**src/rtl/fifo_tx_defs_pkg.sv**
```systemverilog
// Shared definitions for the SpaceWire transmit FIFO: default geometry,
// N-char control codes and the per-cycle event bundle used by the FIFO core.
package fifo_tx_defs;

  localparam int DEF_DWIDTH   = 9;
  localparam int DEF_AWIDTH   = 6;
  localparam int DEF_CTRL_BIT = 8;

  localparam logic [8:0] EOP = 9'h100;
  localparam logic [8:0] EEP = 9'h101;

  typedef struct packed {
    logic wr_acc;  // write accepted into memory
    logic load;    // memory head moved into the output register
    logic hs;      // output register consumed by the encoder
  } fifo_evt_t;

endpackage

```
**src/rtl/fifo_tx_ram.sv**
```systemverilog
// Simple dual-port storage: synchronous write, registered read, no reset,
// so it maps directly onto block RAM.
module fifo_tx_ram #(
  parameter int DWIDTH = 9,
  parameter int AWIDTH = 6
) (
  input  logic              clk,
  input  logic              we,
  input  logic [AWIDTH-1:0] waddr,
  input  logic [DWIDTH-1:0] wdata,
  input  logic              re,
  input  logic [AWIDTH-1:0] raddr,
  output logic [DWIDTH-1:0] rdata
);

  logic [DWIDTH-1:0] mem_q [2**AWIDTH];
  logic [DWIDTH-1:0] rdata_q;

  always_ff @(posedge clk) begin
    if (we) mem_q[waddr] <= wdata;
    if (re) rdata_q <= mem_q[raddr];
  end

  assign rdata = rdata_q;

endmodule

```
**src/rtl/fifo_tx_param.sv**
```systemverilog
// SpaceWire TX FIFO: single-cycle writes, valid/ready output register,
// almost-full, flush, sticky overflow and a count of stored end-of-packet chars.
module fifo_tx_param
  import fifo_tx_defs::*;
#(
  parameter int DWIDTH   = DEF_DWIDTH,
  parameter int AWIDTH   = DEF_AWIDTH,
  parameter int AF_LEVEL = 56,
  parameter int CTRL_BIT = DEF_CTRL_BIT
) (
  input  logic              clock,
  input  logic              reset,
  input  logic              flush,
  input  logic              wr_en,
  input  logic [DWIDTH-1:0] data_in,
  input  logic              rd_en,
  output logic [DWIDTH-1:0] data_out,
  output logic              write_tx,
  output logic              f_full,
  output logic              f_empty,
  output logic              almost_full,
  output logic [AWIDTH:0]   counter,
  output logic [AWIDTH:0]   packets,
  output logic              overflow
);

  localparam int            DEPTH   = 2**AWIDTH;
  localparam logic [AWIDTH:0] DEPTH_C = (AWIDTH+1)'(DEPTH);
  localparam logic [AWIDTH:0] AF_C    = (AWIDTH+1)'(AF_LEVEL);
  localparam logic [AWIDTH:0] ONE_C   = (AWIDTH+1)'(1);

  logic [AWIDTH-1:0] wr_ptr_q, wr_ptr_d;
  logic [AWIDTH-1:0] rd_ptr_q, rd_ptr_d;
  logic [AWIDTH:0]   mem_count_q, mem_count_d;
  logic [AWIDTH:0]   pkt_q, pkt_d;
  logic              write_tx_q, write_tx_d;
  logic              ovf_q, ovf_d;
  logic              dout_vld_q, dout_vld_d;
  logic [DWIDTH-1:0] ram_rdata;
  logic              ram_we, ram_re;
  logic              pkt_inc, pkt_dec;
  fifo_evt_t         evt;

  assign f_full      = (mem_count_q == DEPTH_C);
  assign almost_full = (mem_count_q >= AF_C);
  assign counter     = mem_count_q + (AWIDTH+1)'(write_tx_q);
  assign f_empty     = (counter == '0);
  assign write_tx    = write_tx_q;
  assign packets     = pkt_q;
  assign overflow    = ovf_q;
  // The RAM read register cannot be reset, so data_out reads zero until the first load.
  assign data_out    = dout_vld_q ? ram_rdata : '0;

  always_comb begin
    evt.wr_acc  = wr_en && !f_full;
    evt.load    = (!write_tx_q || rd_en) && (mem_count_q != '0);
    evt.hs      = write_tx_q && rd_en;
    pkt_inc     = evt.wr_acc && data_in[CTRL_BIT];
    pkt_dec     = evt.hs && data_out[CTRL_BIT];
    ram_we      = evt.wr_acc && reset && !flush;
    ram_re      = evt.load && reset && !flush;
    wr_ptr_d    = wr_ptr_q;
    rd_ptr_d    = rd_ptr_q;
    mem_count_d = mem_count_q;
    pkt_d       = pkt_q;
    write_tx_d  = write_tx_q;
    ovf_d       = ovf_q;
    dout_vld_d  = dout_vld_q;
    if (flush) begin
      wr_ptr_d    = '0;
      rd_ptr_d    = '0;
      mem_count_d = '0;
      pkt_d       = '0;
      write_tx_d  = 1'b0;
      ovf_d       = 1'b0;
      dout_vld_d  = 1'b0;
    end else begin
      if (evt.wr_acc) wr_ptr_d = wr_ptr_q + AWIDTH'(1);
      if (wr_en && f_full) ovf_d = 1'b1;
      if (evt.load) begin
        rd_ptr_d   = rd_ptr_q + AWIDTH'(1);
        write_tx_d = 1'b1;
        dout_vld_d = 1'b1;
      end else if (evt.hs) begin
        write_tx_d = 1'b0;
      end
      unique case ({evt.wr_acc, evt.load})
        2'b10:   mem_count_d = mem_count_q + ONE_C;
        2'b01:   mem_count_d = mem_count_q - ONE_C;
        default: mem_count_d = mem_count_q;
      endcase
      unique case ({pkt_inc, pkt_dec})
        2'b10:   pkt_d = pkt_q + ONE_C;
        2'b01:   pkt_d = pkt_q - ONE_C;
        default: pkt_d = pkt_q;
      endcase
    end
  end

  always_ff @(posedge clock) begin
    if (!reset) begin
      wr_ptr_q    <= '0;
      rd_ptr_q    <= '0;
      mem_count_q <= '0;
      pkt_q       <= '0;
      write_tx_q  <= 1'b0;
      ovf_q       <= 1'b0;
      dout_vld_q  <= 1'b0;
    end else begin
      wr_ptr_q    <= wr_ptr_d;
      rd_ptr_q    <= rd_ptr_d;
      mem_count_q <= mem_count_d;
      pkt_q       <= pkt_d;
      write_tx_q  <= write_tx_d;
      ovf_q       <= ovf_d;
      dout_vld_q  <= dout_vld_d;
    end
  end

  fifo_tx_ram #(
    .DWIDTH(DWIDTH),
    .AWIDTH(AWIDTH)
  ) u_ram (
    .clk  (clock),
    .we   (ram_we),
    .waddr(wr_ptr_q),
    .wdata(data_in),
    .re   (ram_re),
    .raddr(rd_ptr_q),
    .rdata(ram_rdata)
  );

endmodule

```
**config.mk**
```make
export PLATFORM = sky130hd
export DESIGN_NAME = fifo_tx_param
export DESIGN_NICKNAME = d
export VERILOG_FILES = /design/src/rtl/fifo_tx_defs_pkg.sv /design/src/rtl/fifo_tx_ram.sv /design/src/rtl/fifo_tx_param.sv
export SDC_FILE = /design/constraint.sdc
export NUM_CORES = 1
export LEC_CHECK = 0
export CORE_MARGIN = 4
export CORE_UTILIZATION = 45
export DETAILED_ROUTE_END_ITERATION = 7
export REMOVE_ABC_BUFFERS = 1
export SETUP_SLACK_MARGIN = 0.02
export SLEW_MARGIN = 5
export SYNTH_ARGS = -nofsm -noshare
export SYNTH_HDL_FRONTEND = slang
export SYNTH_HIERARCHICAL = 1
export SYNTH_SLANG_ARGS = --single-unit
```
**constraint.sdc**
```tcl
create_clock -name clock -period 4.08 [get_ports clock]
set_input_delay 0.408 -clock clock [delete_from_list [all_inputs] [get_ports clock]]
set_output_delay 0.408 -clock clock [all_outputs]
set_load 0.05 [all_outputs]
```
After elaboration in Yosys (flattened, before gate mapping) --
Memories as Yosys holds them, arrays and structs flattened. A register that Yosys moved wholly into a read port is not among the register bits. Cells that the tools add are included.
Word-level totals: bits in writable memories 576, input bits 14, word-level logic and storage cells 49, bits in registers 29, memories kept 1, output and inout port bits 28
Operators by class: bitwise logic cells 1, equal/unequal tests 5, mux-type cells 7, reduce and logical (&&, ||, !) cells 20, add/sub/neg operators 7, magnitude comparators 1
Memories:
- u_ram.mem_q | words 64, bits a word 9, rd ports 1, clocked after Yosys merged registers in 1, write ports 1, line fifo_tx_ram.sv:16 | logic [DWIDTH-1:0] mem_q [2**AWIDTH];
Operator list (number):
- case mux 7 bit (2 select lines) | 2
- adder 7 x 1 -> 7 bit (second input constant) | 2
- subtractor 7 x 1 -> 7 bit (second input constant) | 2
- adder 6 x 1 -> 6 bit (second input constant) | 2
- logical AND 1 bit | 10
- 2-to-1 mux 9 bit | 1
- adder 7 x 1 -> 7 bit | 1
- == test 7 bit (second input constant) | 1
- >= comparator 7 x 6 -> 1 bit (second input constant) | 1
- logical NOT 7 bit | 1
- nonzero test 7 bit | 1
- nonzero test 2 bit | 3
- == test 2 x 1 -> 1 bit (second input constant) | 2
- == test 2 bit (second input constant) | 2
- 2-to-1 mux 1 bit | 4
- logical NOT 1 bit | 3
- OR reduction 2 bit | 1
- logical OR 1 bit | 1
- inverter 1 bit | 1

Logic depth before layout (Yosys ltp) --
Gate-level depths: netlist (run 1).
word-level depth 7, depth in mapped cells 13, depth with buffers taken out 11

By module --
Netlist (run 1), hierarchy kept.
By module, submodules not included:
- fifo_tx_ram | sequential area each 17566.8 µm², instances 1, cells each 1020, area each 22684.3 µm²
- fifo_tx_param | sequential area each 580.6 µm², instances 1, cells each 254, area each 1988.2 µm²

Worst setup path after synthesis (run 1) --
No wires, ideal clock.
kind flip-flop to output port, start point reg write_tx_q, in the netlist write_tx, end point out f_empty, arrival 3141 ps, stages on the path, launching flop included 7, setup slack 531 ps, required time 3672 ps, path buffers 0, path through dfxtp_1 -> ha_1 -> ha_1 -> nand3_1 -> xnor2_1 -> or4_1 -> nor3_1
Between the ends: cells in the longest elaborated chain, start to end 2
Ends and longest elaborated chain:
- start: declaration | line fifo_tx_param.sv:36 | logic write_tx_q, write_tx_d;
- start signal: assignment | line fifo_tx_param.sv:114 | write_tx_q <= write_tx_d;
- adder 7 x 1 -> 7 bit | line fifo_tx_param.sv:46 | assign counter = mem_count_q + (AWIDTH+1)'(write_tx_q);
- via counter[4] | line fifo_tx_param.sv:22 | output logic [AWIDTH:0] counter,
- logical NOT 7 bit | line fifo_tx_param.sv:47 | assign f_empty = (counter == '0);
- end: declaration | line fifo_tx_param.sv:20 | output logic f_empty,
The timed path passes the listed nets, and every way through them passes these cells.

Worst setup path after layout (run 1) --
start point reg mem_count_q[0], end point out f_empty
Between the ends: cells in the longest elaborated chain, start to end 2
Ends and longest elaborated chain:
- start: declaration | line fifo_tx_param.sv:34 | logic [AWIDTH:0] mem_count_q, mem_count_d;
- start signal: assignment | line fifo_tx_param.sv:112 | mem_count_q <= mem_count_d;
- adder 7 x 1 -> 7 bit | line fifo_tx_param.sv:46
- logical NOT 7 bit | line fifo_tx_param.sv:47
No other way between the ends.

==> reports/qor.csv, run 1 <==
metric,value,unit
reg2reg_slack,530,ps
grt_usage,19.2,%
clock_tree.root_cell,clkbuf_16,
wl,56500,um
clock-sinks,614,
final_common_cell,edfxtp_1,
ys.flop_type,edfxtp_1,
final_cell_mix,"edfxtp_1 (585), mux4_2 (143), nor2_1 (100)",
synth_top_area_cell,edfxtp_1,
timing.rr.start,mem_count_q[2]$_SDFFE_PP0P_,
boundaryPins,42,
synth_xor_area_share,0.923,%
nNetsFinal,1429,
critical-path-top-delay-family,buffers and inverters,
ys_ff_latch,614,
dp.cells,2039,
cp_max_fo,6,
ir_drop,0.488,mV
synthDistinctLibCells,62,
fin_worst_skew,15.0,ps
fin_ws,524,ps
post_cts_resized,0,
synthArstFlopShare,0,%
p_leak,8.86,nW
clk_pin_slew,60,ps
slew_viol_final,0,
power_density,534,mW/mm^2
busiest_layer,met2,
use_met2,29.7,%
critPathMaxStageDelay,830,ps
synthMuxAreaShare,15.2,%
vias,12600,
synth_top_cell_area_share,71.2,%
ant_nets,0,
synth-edff-count,585,
slew-limit-headroom,21.6,%
start_util,45.7,%
fmax,0.281,GHz
synth_area_leaders,"edfxtp_1 (71%), mux4_2 (13%), dfxtp_1 (2.4%), nor2_1 (1.5%), mux2i_1 (1.1%)",
coreArea,0.0540,mm^2
synth_compound_area_share,3.01,%
fin_crit,3560,ps
fp-row-count,85,
fin_crit_sh,87.2,%
use_met1,28.5,%
worst_path_most_repeated_cell,ha_1,
grt_pass1_vias,12700,
start_kind,register,
met3_usage,3.53,%
die-area,0.0586,mm^2
drive_gt1_share,24.1,%
stdcell_count,2152,
dp_hpwl,35000,um
grt_max_degree,69,
gp_congestion,0.784,
cts_tree,yes,
setup_viol,0,
cp.required,3670,ps
yosysWarningCount,6,
pre_cts_ws,552,ps
grt.overflow.total,0,
cp_num_buf_inv,1,
clk_latency,620,ps
rsz0062_at_grt,false,
synthAdderAreaFrac,0.507,%
syn_area,0.0247,mm^2
drt-wirelength-per-cell,26.2,um
antenna_found_initial,0,
syn_avg_cell_area,19.4,um^2
grt_pass1_wl,84300,um
startpoint,mem_count_q[0]$_SDFFE_PP0P_,
min_path_type,in2reg,
netlist_instances,1274,
crit_type,reg2out,
drt_pass1_iterations,5,
htree_levels,2,
drc,0,
cts_hold_buffers,0,
drt_iter0_markers,1302,
cts-buffers-inserted,60,
crit_chain,ha_1 > ha_1 > nand3_1 > xnor2_1 > or4_1 > nor3_1 > clkdlybuf4s50_1,
hold_viol_final,0,
status,"finished, final reports clean",
io_buffers,41,
maxCapViolCount,0,
ys_seq_area_share,73.6,%
clockBufferDepth,3,
path_depth,7,
hold_start,data_in[6],
die_w,242,um
synthSimpleGateAreaFrac,5.03,%
die_height,242,um
reg2reg_to,packets[4]$_SDFFE_PP0P_,
synth_top_family_by_area,multiplexers,
r2r_cells,12,
arrival,3150,ps
hold-worst-slack,292,ps
whs_path_depth,1,
post_cts_buffers,0,
viasPerCell,5.87,
end_kind,primary output,
n_antenna_cell,0,
tightest_slew,1150,ps
syn_to_final_growth,14.5,%
crit_path_top_delay_cell,clkdlybuf4s50_1,
min_to,u_ram/mem_q[8][6]$_DFFE_PP_,
-- final cells by class --
type,count,area (um^2)
clock buffers,71,1540
flip-flops and latches,614,18200
inverters,6,22.5
fillers,4252,25800
clock inverters,42,389
repair buffers,142,1170
well taps,696,871
multi-input cells,581,6090
-- cell usage after synthesis (all sizes together), types with 10 or more instances --
library cell	number
o22ai	10
a22oi	17
nor2	100
o21ai	16
mux2i	28
edfxtp	585
nor2b	16
a21oi	19
nand3	20
dfxtp	29
buf	41
xor2	19
clkbuf	32
nand2	42
and2	14
mux4	151
nand2b	10
ha	10
-- sequential cells by signal (all words and copies together), names as in the netlist --
signal       flops
wr_ptr_q         6
dout_vld_q       1
overflow         1
mem_count_q      7
u_ram/mem_q    576
write_tx         1
u_ram/rdata      9
rd_ptr_q         6
packets          7
-- cells by family (layout without fill, tap and decap cells) --
kind of cell             count (synthesis)  count (layout)
flip-flops                             614             614
AND/OR/NAND/NOR                        254             254
multiplexers                           183             183
AO/OA/AOI/OAI                          108             108
buffers and inverters                   79             261
XOR/XNOR                                26              26
adder cells (fa/ha/maj)                 10              10
-- where the power goes --
group / switching [W] / internal [W] / leakage [nW] / total, W
Combinational: 0.00141 / 0.00112 / 2.42 / 0.00253
Clock: 0.00232 / 0.00314 / 0.945 / 0.00546
Sequential: 0.000120 / 0.00697 / 5.49 / 0.00709
-- routing by layer --
metal / up-vias / share of wire, %
met5: - / 0
met4: 0 / 2.2
met3: 77 / 6.2
met2: 425 / 47
met1: 6663 / 44
li1: 5471 / -
-- worst max-delay path by stage --
stage | to | slack, ps
2_1_floorplan | u_ram/rdata[2]$_DFFE_PP_ | -3450
5_1_grt | packets[4]$_SDFFE_PP0P_ | 180
3_5_place_dp | packets[4]$_SDFFE_PP0P_ | 550
6_report | f_empty | 520
4_1_cts | f_empty | 460
3_3_place_gp | packets[4]$_SDFFE_PP0P_ | 630
-- stage by stage --
| step | TNS, ps | util [%] | area, um^2 | total power (W) |
|---|---|---|---|---|
| finish | 0 | 52.3 | 28300 | 0.0151 |
| CTS | 0 | 52.3 | 28300 | 0.0152 |
| detailed placement | 0 | 48.7 | 26300 | 0.00979 |
| global route | 0 | 52.3 | 28300 | 0.0157 |
| global placement | 0 | 48.7 | 26300 | 0.00977 |
| floorplan | -43380 | - | 24300 | 0.00923 |
(Power assumes the default switching activity.)
==> inputs of run 2 (changes only) <==
--- a/config.mk
+++ b/config.mk
@@ -7,6 +7,7 @@
 export LEC_CHECK = 0
 export CORE_MARGIN = 4
 export CORE_UTILIZATION = 45
+export CTS_CLUSTER_DIAMETER = 40
 export DETAILED_ROUTE_END_ITERATION = 7
 export REMOVE_ABC_BUFFERS = 1
 export SETUP_SLACK_MARGIN = 0.02
==> run 2 against run 1 <==
Effect of this change: via count up 0.42%; final cell count up 1.9%; clock skew up 7.7 ps; setup slack worse by 11 ps; power up 13%; sequential power about the same; critical path depth unchanged; cell area up 3.5%; hold slack better by 8.9 ps; non-clock buffer count unchanged; critical path type unchanged.
==> reports/qor.csv, run 2 (synthesis gave the netlist of run 1 again) <==
metric,value,unit
cts_tree,yes,
vias,12700,
final_util,54.1,%
p_leak,9.29,nW
start_kind,register,
whs_path_depth,1,
die-area,0.0586,mm^2
largest-register,u_ram/mem_q,
status,"finished, final reports clean",
grt_pass1_vias,12900,
post_cts_resized,0,
tightest_slew,1170,ps
fin_crit_sh,87.4,%
fp-row-count,85,
pre_cts_ws,552,ps
post_cts_buffers,0,
grt_max_degree,69,
end_kind,primary output,
final_cell_mix,"edfxtp_1 (585), mux4_2 (143), nor2_1 (100)",
die_height,242,um
total_power,0.0171,W
crit_type,reg2out,
hold_start,data_in[6],
io_buffers,41,
grt_pass1_wl,84900,um
arrival,3160,ps
stdcell_area,0.0292,mm^2
wl,56700,um
htree_levels,3,
min_path_type,in2reg,
drive_gt1_share,27.1,%
fin_worst_skew,22.7,ps
start_util,45.7,%
cts-buffers-inserted,83,
drc,0,
fin_ws,513,ps
ir_drop,0.515,mV
slew_viol_final,0,
final_common_cell,edfxtp_1,
clk_pin_slew,60,ps
reg2reg_slack,520,ps
drt_pass1_iterations,5,
clockBufferDepth,3,
die_w,242,um
grt_usage,19.3,%
drt-wirelength-per-cell,25.9,um
clock_tree.root_cell,clkbuf_16,
boundaryPins,42,
largest_reg_flops,576,
fin_crit,3570,ps
slew-limit-headroom,19.8,%
syn_to_final_growth,18.6,%
ant_nets,0,
dpl_cell_area,0.0263,mm^2
antenna_found_initial,0,
clock-sinks,614,
dp_hpwl,35000,um
cts_hold_buffers,0,
viasPerCell,5.79,
grt.overflow.total,0,
maxCapViolCount,0,
reg2reg_to,packets[4]$_SDFFE_PP0P_,
cp_max_fo,6,
r2r_cells,12,
startpoint,mem_count_q[0]$_SDFFE_PP0P_,
drt_iter0_markers,1134,
setup_viol,0,
n_antenna_cell,0,
coreArea,0.0540,mm^2
nNetsFinal,1452,
min_to,u_ram/mem_q[10][6]$_DFFE_PP_,
gp_congestion,0.784,
power_density,584,mW/mm^2
rsz0062_at_grt,false,
clk_latency,620,ps
fmax,0.280,GHz
timing.rr.start,mem_count_q[2]$_SDFFE_PP0P_,
hold_viol_final,0,
cp.required,3670,ps
run 2: changes by cell type in the layout (fill, tap and decap cells not counted), sizes merged:
cell,previous run,this run
bufinv,7,12
clkinvlp,3,14
clkinv,31,20
inv,7,21
clkbuf,71,92
run 2: final cells by class:
class                   count  area, um^2
clock inverters            61         798
repair buffers            142        1170
clock buffers              92        2130
inverters                   6        22.5
fillers                  4172       24800
multi-input cells         581        6090
well taps                 696         871
flip-flops and latches    614       18200
run 2: layer usage:
metal | share of wire (%) | vias up | global-route usage, %
met5 | 0 | - | 0
met4 | 2.2 | 0 | 5.63
met3 | 6.8 | 80 | 4.00
met2 | 48 | 424 | 30.3
met1 | 43 | 6648 | 27.7
li1 | - | 5537 | -
run 2: worst max path at each step:
stage,slack [ps],cells after the start,to
detailed placement,550,13,packets[4]$_SDFFE_PP0P_
finish,510,7,f_empty
floorplan,-3450,5,u_ram/rdata[2]$_DFFE_PP_
global placement,630,13,packets[4]$_SDFFE_PP0P_
global route,180,12,packets[4]$_SDFFE_PP0P_
CTS,450,7,f_empty
run 2: critical path: stages, from the launching register on:
cell and delay [ps]:
dfxtp_1 450, ha_1 220, ha_1 210, nand3_1 110, xnor2_1 170, or4_1 410, nor3_1 150, clkdlybuf4s50_1 830
run 2: power breakdown:
group	switching, W	internal, W
logic	0.00141	0.00112
clock network	0.00283	0.00463
registers	0.000120	0.00697
total	0.00436	0.0127
run 2: per-stage QoR:
stage	setup TNS [ps]	std cells	hold slack (ps)
after floorplan	-43380	1201	507
after global placement	0	2039	450
after detailed placement	0	2039	459
after CTS	0	2192	284
after global routing	0	2192	317
final	0	2192	301
